--- config.mk ---
export PLATFORM = sky130hd
export DESIGN_NAME = bcd_dabble_seq
export DESIGN_NICKNAME = d
export VERILOG_FILES = /design/src/rtl/bcd_dabble_seq_pkg.sv /design/src/rtl/bcd_dabble_seq_add3.sv /design/src/rtl/bcd_dabble_seq.sv
export SDC_FILE = /design/constraint.sdc
export NUM_CORES = 1
export LEC_CHECK = 0
export BUFFER_PORTS_ARGS = -buffer_cell sky130_fd_sc_hd__buf_2
export CAP_MARGIN = 20
export CORE_UTILIZATION = 55
export CTS_BUF_LIST = sky130_fd_sc_hd__clkbuf_4 sky130_fd_sc_hd__clkbuf_8
export DETAILED_ROUTE_END_ITERATION = 10
export GPL_TIMING_DRIVEN = 0
export PLACE_DENSITY = 0.78
export SYNTH_ARGS = -nofsm -noshare
export SYNTH_HDL_FRONTEND = slang
export SYNTH_HIERARCHICAL = 1
export SYNTH_SLANG_ARGS = --single-unit
--- constraint.sdc ---
create_clock -name clk_50MHz -period 2 [get_ports clk_50MHz]
set_clock_uncertainty 0.15 [all_clocks]
set_input_delay 0.2 -clock clk_50MHz [delete_from_list [all_inputs] [get_ports clk_50MHz]]
set_output_delay 0.2 -clock clk_50MHz [all_outputs]
set_load 0.02 [all_outputs]
--- src/rtl/bcd_dabble_seq_pkg.sv ---
// Shared constants for the sequential double-dabble binary-to-BCD converter:
// default geometry, FSM state encoding and the saturation pattern.
package bcd_dabble_seq_pkg;

    localparam int DEF_BIN_W      = 16;
    localparam int DEF_DIGITS     = 4;
    localparam int DEF_MAX_VAL    = 9999;
    localparam bit DEF_AUTO_START = 1'b1;

    localparam logic [1:0] ST_IDLE  = 2'd0;
    localparam logic [1:0] ST_SHIFT = 2'd1;
    localparam logic [1:0] ST_DONE  = 2'd2;

    localparam logic [4*DEF_DIGITS-1:0] BCD_SAT = {DEF_DIGITS{4'h9}};

endpackage

--- src/rtl/bcd_dabble_seq_add3.sv ---
// Double-dabble digit corrector: adds 3 to a BCD nibble that is 5 or more so
// the following left shift carries correctly into the next decimal digit.
module bcd_add3 (
    input  logic [3:0] nibble_i,
    output logic [3:0] nibble_o
);

    assign nibble_o = (nibble_i >= 4'd5) ? (nibble_i + 4'd3) : nibble_i;

endmodule

--- src/rtl/bcd_dabble_seq.sv ---
// Sequential shift-and-add-3 binary-to-BCD converter, one bit per clock.
// The published result (bcd/ovf) only changes in the single DONE cycle.
module bcd_dabble_seq
    import bcd_dabble_seq_pkg::*;
#(
    parameter int BIN_W      = DEF_BIN_W,
    parameter int DIGITS     = DEF_DIGITS,
    parameter int MAX_VAL    = DEF_MAX_VAL,
    parameter bit AUTO_START = DEF_AUTO_START
) (
    input  logic                  clk_50MHz,
    input  logic                  reset,
    input  logic [BIN_W-1:0]      count,
    input  logic                  start,
    output logic [4*DIGITS-1:0]   bcd,
    output logic                  busy,
    output logic                  done,
    output logic                  ovf
);

    // One spare digit so the full binary range converts cleanly before saturation.
    localparam int WORK_W = 4 * (DIGITS + 1);
    localparam int CNT_W  = $clog2(BIN_W + 1);
    localparam logic [BIN_W-1:0] MAX_W = BIN_W'(MAX_VAL);

    logic [1:0]          state_q, state_d;
    logic [BIN_W-1:0]    bin_sr_q, bin_sr_d;
    logic [BIN_W-1:0]    last_conv_q, last_conv_d;
    logic [WORK_W-1:0]   work_q, work_d, work_adj;
    logic [CNT_W-1:0]    cnt_q, cnt_d;
    logic [4*DIGITS-1:0] bcd_q, bcd_d;
    logic                busy_q, busy_d;
    logic                done_q, done_d;
    logic                ovf_q, ovf_d;
    logic                trigger;

    for (genvar g = 0; g < DIGITS + 1; g++) begin : g_add3
        bcd_add3 u_add3 (
            .nibble_i (work_q[4*g +: 4]),
            .nibble_o (work_adj[4*g +: 4])
        );
    end

    always_comb begin
        trigger     = start | (AUTO_START & (count != last_conv_q));
        state_d     = state_q;
        bin_sr_d    = bin_sr_q;
        last_conv_d = last_conv_q;
        work_d      = work_q;
        cnt_d       = cnt_q;
        bcd_d       = bcd_q;
        busy_d      = busy_q;
        done_d      = 1'b0;
        ovf_d       = ovf_q;
        case (state_q)
            ST_IDLE: begin
                if (trigger) begin
                    bin_sr_d    = count;
                    last_conv_d = count;
                    work_d      = '0;
                    cnt_d       = '0;
                    busy_d      = 1'b1;
                    state_d     = ST_SHIFT;
                end
            end
            ST_SHIFT: begin
                {work_d, bin_sr_d} = {work_adj, bin_sr_q} << 1;
                cnt_d = cnt_q + 1'b1;
                if (cnt_q == CNT_W'(BIN_W - 1)) begin
                    state_d = ST_DONE;
                end
            end
            ST_DONE: begin
                if (last_conv_q > MAX_W) begin
                    bcd_d = {DIGITS{4'h9}};
                    ovf_d = 1'b1;
                end else begin
                    bcd_d = work_q[4*DIGITS-1:0];
                    ovf_d = 1'b0;
                end
                done_d  = 1'b1;
                busy_d  = 1'b0;
                state_d = ST_IDLE;
            end
            default: begin
                busy_d  = 1'b0;
                state_d = ST_IDLE;
            end
        endcase
    end

    always_ff @(posedge clk_50MHz) begin
        if (reset) begin
            state_q     <= ST_IDLE;
            bin_sr_q    <= '0;
            last_conv_q <= '0;
            work_q      <= '0;
            cnt_q       <= '0;
            bcd_q       <= '0;
            busy_q      <= 1'b0;
            done_q      <= 1'b0;
            ovf_q       <= 1'b0;
        end else begin
            state_q     <= state_d;
            bin_sr_q    <= bin_sr_d;
            last_conv_q <= last_conv_d;
            work_q      <= work_d;
            cnt_q       <= cnt_d;
            bcd_q       <= bcd_d;
            busy_q      <= busy_d;
            done_q      <= done_d;
            ovf_q       <= ovf_d;
        end
    end

    assign bcd  = bcd_q;
    assign busy = busy_q;
    assign done = done_q;
    assign ovf  = ovf_q;

endmodule

==> impl_results.md <==
- Outcome: finished with violations
- Failing checks: negative setup slack
- Vias: 3,301
- 1st-pass router iterations: 5
- Die W: 82.28 um
- GRT overflow: 0
- Fin Hold WS: 0.01165 ns
- First-pass GRT wire length: 14,280 um
- Clock root cell: clkbuf_8
- Max Cap Viol: 0
- Inst Count DP: 509
- Pleak: 1.884 nW
- Met2 WL: 4798 um
- DRC viols: 0
- Wire length per cell: 17.92 um
- CTS H-tree depth: 3
- Site Rows: 28
- Gate count of the mapped netlist: 396
- Final hold vios: 0
- Die Span Y: approximately 82 um
- Worst path max stage delay: 0.38 ns
- ANT cells: 0
- Final ANT Viol Nets: 0
- Final TNS setup: -0.5137 ns
- Worst hold-check path type: in2reg
- Tmin final: between 2 and 2.5 ns
- Post-Layout Cell Count: 552
- Netlist Area Pre-Place: 0.003545 sq mm
- Setup violators final: 28
- Mean Syn Cell Area: between 8 and 9 sq um
- Peak fanout along the critical path: 5
- Fin crit share: 102.1%
- Syn-to-layout area delta: 30.85%
- Port Buffer Count: 37
- TritonCTS clock tree: yes
- RSZ-0062 raised after global routing: true
- Reg clk slew, reported paths: 0.08 ns
- Vias in the first global route: around 3,000
- Setup CP Type: reg2reg
- Share of layout cells above drive strength 1: 29.77%
- Met3 wire length: 471 um
- Post-Place Setup Slack: -0.2180 ns
- Yosys warns: 6
- TritonCTS Sinks: 74
- Critical path launch point type: register
- Max layer used: met4
- Slew at the pin closest to its max-slew limit: 0.7569 ns
- Crit-path cells: xor2_1 > nor4_2 > and4_4 > a21boi_2 > buf_6 > clkbuf_16 > mux2i_1
- Final worst slack: -0.04189 ns
- Final net count: around 500
- VDD IR max: roughly 0.00056 V
- Internal Power: 2.296 mW
- Total Wirelength: between 9000 and 10,000 um
- Switch Pwr: 0.8395 mW
- Critical path's slowest cell: nor4_2
- Total die area: 0.006770 sq mm
- DP HPWL: 5801 um
- All-Layer GR Usage: 28.42%
- Largest net degree at the start of global routing: 12
- Initial antenna violation count: 0
- WP data required: 2.09 ns
- Fmax achieved: 489.7 MHz
- Worst skew pair latency: 0.35 ns
- Comb pwr share: 13.6%
- Core box area: 0.006061 sq mm
- Via/cell ratio: 5.980
- Clock Power Share: a little over a third
- Initial Utilization: 58.48%
- Slew HR: 49.54%
- Clock buffer depth: 2
- CTS buffer count: 9
- Detailed Route Iter0 Violations: 213
- M1 WL: 4457 um
- Cell Pwr Density: 676.1 mW/mm^2
- IO Count: 38
- Syn Nets: 425
- FILL cells: 400
- CP Data Arrival Time: 2.13 ns
- Seq pwr share: 50.6%
- Crit. End Element: register
- Slew Limit Fails: 0
- Design Power: 3.136 mW
- GPL Wtd Cong: 0.8286
- Switching portion of total power: a little over a quarter
## area by class of cell
cell class	instances	area [sq um]	area share, %
Timing Repair Buffer	66	489.2	10.55
Buffer	24	143.9	3.102
Inverter	13	48.80	1.052
Tap cell	75	93.84	2.023
Clock buffer	14	180.2	3.885
Multi-Input combinational cell	284	2181	47.02
Clock inverter	2	10.01	0.2158
Sequential cell	74	1491	32.16
## layout by cell type (no fill, tap or decap), drive strengths merged, types with 2 or more instances in the layout
cell / instances
dfxtp: 74
nand3: 3
and3: 2
inv: 12
nand2: 47
nand4: 2
mux2i: 19
a211oi: 20
a22oi: 8
ha: 10
nor2: 53
o221a: 23
clkinv: 3
a21oi: 40
nand2b: 9
nor3: 4
o21ai: 10
xnor2: 4
clkbuf: 33
nor4: 4
dlygate4sd3: 14
buf: 57
xor2: 17
## state kept, by name, indices dropped and copies added, names as in the netlist
name,flops
bcd,16
work_q,16
busy,1
state_q,2
last_conv_q,16
bin_sr_q,16
cnt_q,5
done,1
ovf,1
## stage by stage
step	area (sq um)	util, %
after global routing	4638	76.53
after CTS	4300	70.95
final	4638	76.53
after detailed placement	3829	63.17
after floorplan	3545	-
after global placement	3824	63.09
## power groups by stage
stage	Combinational [mW]	Sequential [mW]	Clock, mW
floorplan	0.210	1.60	0
global placement	0.292	1.60	0
detailed placement	0.301	1.61	0
CTS	0.345	1.57	1.12
global route	0.456	1.59	1.17
finish	0.426	1.59	1.12
## routing by layer
layer,vias to the layer above,global-route usage (%)
met5,-,0
met4,0,8.421
met3,20,7.473
met2,102,45.95
met1,1614,37.06
li1,1565,-
## critical path, delay by kind of cell, from the launching register on
kind,cells,cell delay [ns]
simple gates,2,0.71
xor+xnor,1,0.16
compound gates,1,0.10
mux,1,0.12
flops,1,0.35
buf+inv,2,0.35
## worst paths after layout
| path | end | slack (ns) | cells past startpoint | start |
|---|---|---|---|---|
| hold / removal | bin_sr_q[2] | 0.01 | 2 | count[2] |
| setup reg to reg | last_conv_q[12] | -0.04 | 7 | last_conv_q[7] |
| setup / recovery | last_conv_q[12] | -0.04 | 7 | last_conv_q[7] |
| hold reg to reg | bin_sr_q[0] | 0.32 | 2 | bin_sr_q[0] |
## repair_timing
action                                  CTS  global route
endpoints found under the setup margin   62            62
setup buffers                             5             5
resized for setup                        13            51
hold endpoints to repair                 14             0
cloned                                    2             2
pin swaps                                 6            23
hold buffers                             14             0
Note: power is estimated with default switching activity, not from simulation.
